$ cat src/rtl/sram_delta_arb.sv
// sram_delta_arb: round-robin arbiter that lets two requesters share one
// single-port 64x32 delta-cache SRAM (one access per cycle), plus a zero-fill
// sweep of the whole array because the macro's own reset is tied off.
// Define SRAM_DELTA_ARB_CLEAR_EN to build the clear sweep (CLEAR state,
// counter, clr_start handling); without it reset enters arbitration directly.
module sram_delta_arb #(
  parameter int ADDR_WIDTH = 6,
  parameter int DATA_WIDTH = 32,
  parameter int MEM_DEPTH  = 64
) (
  input  logic                  clk,
  input  logic                  rst,
  input  logic                  req_a,
  input  logic                  we_a,
  input  logic [ADDR_WIDTH-1:0] addr_a,
  input  logic [DATA_WIDTH-1:0] wdata_a,
  input  logic                  req_b,
  input  logic                  we_b,
  input  logic [ADDR_WIDTH-1:0] addr_b,
  input  logic [DATA_WIDTH-1:0] wdata_b,
  output logic                  gnt_a,
  output logic                  gnt_b,
  output logic                  rvalid_a,
  output logic                  rvalid_b,
  output logic [DATA_WIDTH-1:0] rdata_a,
  output logic [DATA_WIDTH-1:0] rdata_b,
  input  logic                  clr_start,
  output logic                  clr_busy,
  output logic                  sram_cs_n,
  output logic                  sram_wr_n,
  output logic [ADDR_WIDTH-1:0] sram_addr,
  output logic [DATA_WIDTH-1:0] sram_din,
  input  logic [DATA_WIDTH-1:0] sram_dout
);

  logic                  in_clear;
  logic [ADDR_WIDTH-1:0] clr_addr;
  logic                  ptr_q;      // 0: port A wins a tie, 1: port B wins
  logic                  ptr_d;
  logic                  gnt_a_c;
  logic                  gnt_b_c;
  logic                  rvalid_a_q;
  logic                  rvalid_b_q;

`ifdef SRAM_DELTA_ARB_CLEAR_EN
  typedef enum logic {ARB = 1'b0, CLEAR = 1'b1} state_t;

  localparam logic [ADDR_WIDTH-1:0] LAST_ADDR = ADDR_WIDTH'(MEM_DEPTH - 1);

  state_t                state_q;
  state_t                state_d;
  logic [ADDR_WIDTH-1:0] clr_cnt_q;
  logic [ADDR_WIDTH-1:0] clr_cnt_d;

  // State and sweep counter; any reset restarts the sweep from address 0.
  always_ff @(posedge clk) begin
    if (rst) begin
      state_q   <= CLEAR;
      clr_cnt_q <= '0;
    end else begin
      state_q   <= state_d;
      clr_cnt_q <= clr_cnt_d;
    end
  end

  // Walk every address once, then arbitrate until another clear is requested.
  always_comb begin
    state_d   = state_q;
    clr_cnt_d = clr_cnt_q;
    case (state_q)
      CLEAR: begin
        if (clr_cnt_q == LAST_ADDR) begin
          clr_cnt_d = '0;
          state_d   = ARB;
        end else begin
          clr_cnt_d = clr_cnt_q + 1'b1;
        end
      end
      ARB: begin
        if (clr_start) state_d = CLEAR;
      end
      default: state_d = CLEAR;
    endcase
  end

  assign in_clear = (state_q == CLEAR);
  assign clr_addr = clr_cnt_q;
`else
  logic unused_clr_start;

  assign unused_clr_start = clr_start;
  assign in_clear         = 1'b0;
  assign clr_addr         = '0;
`endif

  // Round-robin grant: a lone requester wins, a tie goes to the pointer's port,
  // and the pointer then favours the port that was not served.
  always_comb begin
    gnt_a_c = 1'b0;
    gnt_b_c = 1'b0;
    ptr_d   = ptr_q;
    if (!rst && !in_clear) begin
      if (req_a && (!req_b || !ptr_q)) begin
        gnt_a_c = 1'b1;
        ptr_d   = 1'b1;
      end else if (req_b) begin
        gnt_b_c = 1'b1;
        ptr_d   = 1'b0;
      end
    end
  end

  // Priority pointer and one-cycle read-valid pipeline; reset drops pending reads.
  always_ff @(posedge clk) begin
    if (rst) begin
      ptr_q      <= 1'b0;
      rvalid_a_q <= 1'b0;
      rvalid_b_q <= 1'b0;
    end else begin
      ptr_q      <= ptr_d;
      rvalid_a_q <= gnt_a_c & ~we_a;
      rvalid_b_q <= gnt_b_c & ~we_b;
    end
  end

  assign gnt_a    = gnt_a_c;
  assign gnt_b    = gnt_b_c;
  assign rvalid_a = rvalid_a_q & ~rst;
  assign rvalid_b = rvalid_b_q & ~rst;
  assign rdata_a  = rvalid_a ? sram_dout : '0;
  assign rdata_b  = rvalid_b ? sram_dout : '0;

  // SRAM port mux: sweep writes zeros, otherwise the granted port drives the macro.
  always_comb begin
    sram_cs_n = 1'b1;
    sram_wr_n = 1'b1;
    sram_addr = '0;
    sram_din  = '0;
    clr_busy  = 1'b0;
    if (!rst) begin
      if (in_clear) begin
        sram_cs_n = 1'b0;
        sram_wr_n = 1'b0;
        sram_addr = clr_addr;
        clr_busy  = 1'b1;
      end else if (gnt_a_c) begin
        sram_cs_n = 1'b0;
        sram_wr_n = ~we_a;
        sram_addr = addr_a;
        sram_din  = wdata_a;
      end else if (gnt_b_c) begin
        sram_cs_n = 1'b0;
        sram_wr_n = ~we_b;
        sram_addr = addr_b;
        sram_din  = wdata_b;
      end
    end
  end

endmodule

$ cat config.mk
export PLATFORM = sky130hd
export DESIGN_NAME = sram_delta_arb
export DESIGN_NICKNAME = d
export VERILOG_FILES = /design/src/rtl/sram_delta_arb.sv
export SDC_FILE = /design/constraint.sdc
export NUM_CORES = 1
export LEC_CHECK = 0
export ABC_AREA = 0
export CAP_MARGIN = 25
export CORE_AREA = 5 5 84 86
export CTS_BUF_LIST = sky130_fd_sc_hd__clkbuf_16
export CTS_CLUSTER_SIZE = 12
export DETAILED_ROUTE_END_ITERATION = 10
export DIE_AREA = 0 0 89 91
export DONT_BUFFER_PORTS = 1
export PLACE_DENSITY = 0.45
export SYNTH_ARGS = -nofsm -noshare
export SYNTH_HDL_FRONTEND = slang
export SYNTH_SLANG_ARGS = --single-unit
$ cat constraint.sdc
create_clock -name clk -period 1.35 [get_ports clk]
set_input_delay 0.2025 -clock clk [delete_from_list [all_inputs] [get_ports clk]]
set_output_delay 0.2025 -clock clk [all_outputs]
set_load 0.05 [all_outputs]
=== Yosys cells after proc, flatten, opt, wreduce, memory -nomap -nowiden ===
Cells that the tools add are included.

* Register bits after elaboration: 3
* Input bits: 115
* Word-level logic and storage cells: 36

* Multiplexer cells: 21
* Bitwise operators: 7
* Reductions and logical operators: 5

{| class="wikitable"
|+ Operators with widths
! cell !! number
|-
| $mux 32 || 5
|-
| $mux 6 || 3
|-
| $mux 1 || 13
|-
| $and 1x1->1 || 4
|-
| $not 1->1 || 3
|-
| $logic_not 1->1 || 2
|-
| $reduce_bool 2->1 || 1
|-
| $logic_and 1x1->1 || 1
|-
| $logic_or 1x1->1 || 1
|}

=== Logic depth before layout (Yosys ltp) ===
* Depth in word-level cells: 8
* Depth in mapped cells: 6
* Depth with buffers taken out: 3

=== Worst setup path before layout ===
OpenSTA, ideal clock, no wires.

* Kind: register to output
* From: register ptr_q
* To: output port sram_addr[0]
* Data arrival time: 1.489 ns
* Data required time: 1.148 ns
* Path slack: -0.341 ns
* Cell stages (with the launch flop): 6
* Path buffers: 2
* Cell sequence: dfxtp_1 -> nand2b_1 -> buf_6 -> buf_6 -> a32oi_1 -> nor2_1

* Word-level cells in the longest chain between the ends: 8
* Elaborated cells between the ends (all ways): 10

{| class="wikitable"
|+ RTL lines
! item !! RTL line !! source
|-
| start: declaration || 38 || <nowiki>logic ptr_q;</nowiki>
|-
| start signal: assignment || 120 || <nowiki>ptr_q <= ptr_d;</nowiki>
|-
| $logic_not 1->1 * || 103 || <nowiki>if (req_a && (!req_b || !ptr_q)) begin</nowiki>
|-
| $logic_or 1x1->1 * || 103 ||
|-
| $logic_and 1x1->1 * || 103 ||
|-
| $mux 1 || 103 ||
|-
| $mux 1 || 102 || <nowiki>if (!rst && !in_clear) begin</nowiki>
|-
| $mux 6 || 151 || <nowiki>end else if (gnt_b_c) begin</nowiki>
|-
| $mux 6 * || 146 || <nowiki>end else if (gnt_a_c) begin</nowiki>
|-
| $mux 6 * || 140 || <nowiki>if (!rst) begin</nowiki>
|-
| end: declaration || 31 || <nowiki>output logic [ADDR_WIDTH-1:0] sram_addr,</nowiki>
|}

Every way passes the cells marked *; elsewhere a longest branch is shown, timed or not.

=== Worst setup path in the final report ===
* From: register ptr_q
* To: output port sram_din[13]

* Word-level cells in the longest chain between the ends: 8
* Elaborated cells between the ends (all ways): 10

{| class="wikitable"
|+ RTL lines
! item !! RTL line !! source
|-
| $logic_not 1->1 * || 103 ||
|-
| $logic_or 1x1->1 * || 103 ||
|-
| $logic_and 1x1->1 * || 103 ||
|-
| $mux 1 || 103 ||
|-
| $mux 1 || 102 ||
|-
| $mux 32 || 151 ||
|-
| $mux 32 * || 146 ||
|-
| $mux 32 * || 140 ||
|-
| end: declaration || 32 || <nowiki>output logic [DATA_WIDTH-1:0] sram_din,</nowiki>
|}

Marked as above.

==> flow_summary.toml <==
[route]
dr_wl_met3_um = 1200
drc = 0
routed-wl-met2_um = 4570
via_per_inst = 5.34
highest_layer = "met4"
wl_met1_um = 2180
wl_per_cell_um = 24.0
totalWireLength_um = 7970
vias = 1772
drt_iter0_markers = 26
first_pass_iters = 4
ant_nets = 0

[clock_network]
worstSkewPairLatency_ns = 0.22
htreeDepth = 1
cts_root_buf = "clkbuf_16"
cts_inserted_buffers = 3
cts_tree = "done"
clockBufferDepth = 2
holdBufCountCts = 0
clk_pin_slew_ns = 0.03
cts_sinks = 3

[placed_design]
dp_hpwl_um = 5290
dp_cells = 314
portBuffers = 0
pre_cts_slack_ns = -0.124
place_congestion = 0.702

[timing]
max_freq_mhz = 613
hold_viol_final = 0
period_needed_ns = 1.63
relSlewSlack_pct = 61.8
tightest_slew_ns = 0.573
setup_tns_ns = -13.06
rsz0062_at_grt = "true"
whs_ns = 0.0457
fin_ws_ns = -0.280
period_share_pct = 121
slew_violations = 0
clock_skew_ns = 0.000338
setup_violations = 73

[power]
power_mw = 1.94
powerDensity_mw_per_mm2 = 486
leakagePower_nw = 1.37
vdd_drop_max_mv = 0.444

[floorplanning]
die_w_um = 89
die-area_sq_mm = 0.00810
num_io_pins = 224
start_util_pct = 19.7
die_y_um = 91
rows = 29
fp.coreArea_sq_mm = 0.00620

[global_routing]
grt_pass1_vias = 1960
grt_usage_pct = 17.5
antenna_found_initial = 0
grt-ovfl-total = 0
grt_max_degree = 48
grt_pass1_wl_um = 11100

[layout]
layoutNonFillerInstCount = 332
layout_common_cells = "78 x buf_12, 64 x and2_4, 39 x nor2_4"
drive_gt1_share_pct = 96.1
antenna_cells = 0
final_common_cell = "buf_12"
layout.nets = 371
syn_to_final_growth_pct = 227

[logic_synthesis]
syn_area_per_cell_sq_um = 6.57
synth_cells = 186
syn_nets = 301
synth_cell_types = 19
synthesis.area_sq_mm = 0.00122
synth_seq_cells = 3
yosysWarnings = 0
yosysSeqAreaShare_pct = 4.91

[critical_path]
worst-path-buf-inv = 2
cpLargestDelayFamily = "flip-flops"
arrival_ns = 1.43
path_max_fanout = 14
worstSetupEndpointType = "output pin"
cpMaxStageDelayCell = "dfxtp_2"
crit_type = "flip-flop to output pin"
cpPeakStageDelay_ns = 0.33
crit_chain = "nand2b_4 > buf_12 > a32oi_2 > nor2_4 > buf_12"
crit_top_cell = "buf_12"
required_ns = 1.15
worst_setup_path_start_kind = "flip-flop"

[run]
cap_violations = 0

[run_status]
outcome = "finished, violations left"
violations = "negative setup slack"

[min_path]
hold_path.class = "primary input to flip-flop"
per-stage QoR:
step / instance area (sq um) / util (%)
global placement: 2980 / 48.0
floorplan: 1580 / -
detailed placement: 2980 / 48.0
global route: 4000 / 64.4
CTS: 3900 / 62.9
finish: 4000 / 64.4
power breakdown:
| part | leakage [nW] | total, mW | internal, mW | switching (mW) |
|---|---|---|---|---|
| combinational | 1.30 | 1.39 | 0.652 | 0.740 |
| clock | 0.0423 | 0.454 | 0.381 | 0.0725 |
| sequential | 0.0258 | 0.0987 | 0.0947 | 0.00397 |
| total | 1.37 | 1.94 | 1.13 | 0.816 |
registers in the layout, summed over array words and instances, names as in the netlist:
| name | count |
|---|---|
| ptr_q | 1 |
| rvalid_a_q | 1 |
| rvalid_b_q | 1 |
final timing paths:
| path | slack (ns) | end | depth (start not counted) | from |
|---|---|---|---|---|
| worst max register to register | 0.25 | rvalid_b_q | 4 | ptr_q |
| worst min register to register | 0.52 | ptr_q | 2 | ptr_q |
| worst min-delay path | 0.05 | rvalid_b_q | 1 | we_b |
| worst max-delay path | -0.28 | sram_din[13] | 5 | ptr_q |
area by class of cell:
cell class	count	area [sq um]
multi-input combinational	157	1980
fill	438	2210
sequential	3	63.8
clock inverter	1	3.75
tap	77	96.3
timing repair buffer	91	1770
clock buffer	3	75.1
cells by family (layout without fill, tap and decap cells):
| group | count (synthesis) | after routing | share of synthesized area, % |
|---|---|---|---|
| AND/OR/NAND/NOR | 114 | 114 | 49.9 |
| AO/OA/AOI/OAI | 42 | 42 | 30.5 |
| buffers and inverters | 26 | 95 | 14.3 |
| flip-flops | 3 | 3 | 4.91 |
| other | 1 | 1 | 0.307 |
synth_stat cells, drive strengths merged:
master	n	area (sq um)
conb	1	3.75
or2	1	6.26
nor3	2	15.0
nand2b	2	12.5
a21oi	1	5.00
nor2	40	150
a21boi	1	18.8
nand2	3	11.3
o21bai	1	7.51
a32oi	39	342
nor2b	2	15.0
and2	64	400
buf	20	153
dfxtp	3	60.1
clkbuf	6	22.5
worst register-to-register path, delay by kind of cell, from the launching register on:
family | cells | cell delay, ns
AND/OR/NAND/NOR | 3 | 0.46
flip-flops | 1 | 0.36
buffers and inverters | 1 | 0.19
what timing repair did:
item / 4_1_cts / 5_1_grt
gates resized for setup: 135 / 12
buffers inserted: 5 / 3
gates cloned: 6 / 4
endpoints found under the setup margin: 103 / 106
pin swaps: 45 / 25
metal layers:
metal | vias to the layer above | global-route usage (%)
li1 | 802 | -
met1 | 832 | 15.9
met2 | 136 | 35.1
met3 | 2 | 9.05
met4 | 0 | 0.744
met5 | - | 0
No activity file was read; power rests on OpenSTA's default activity.
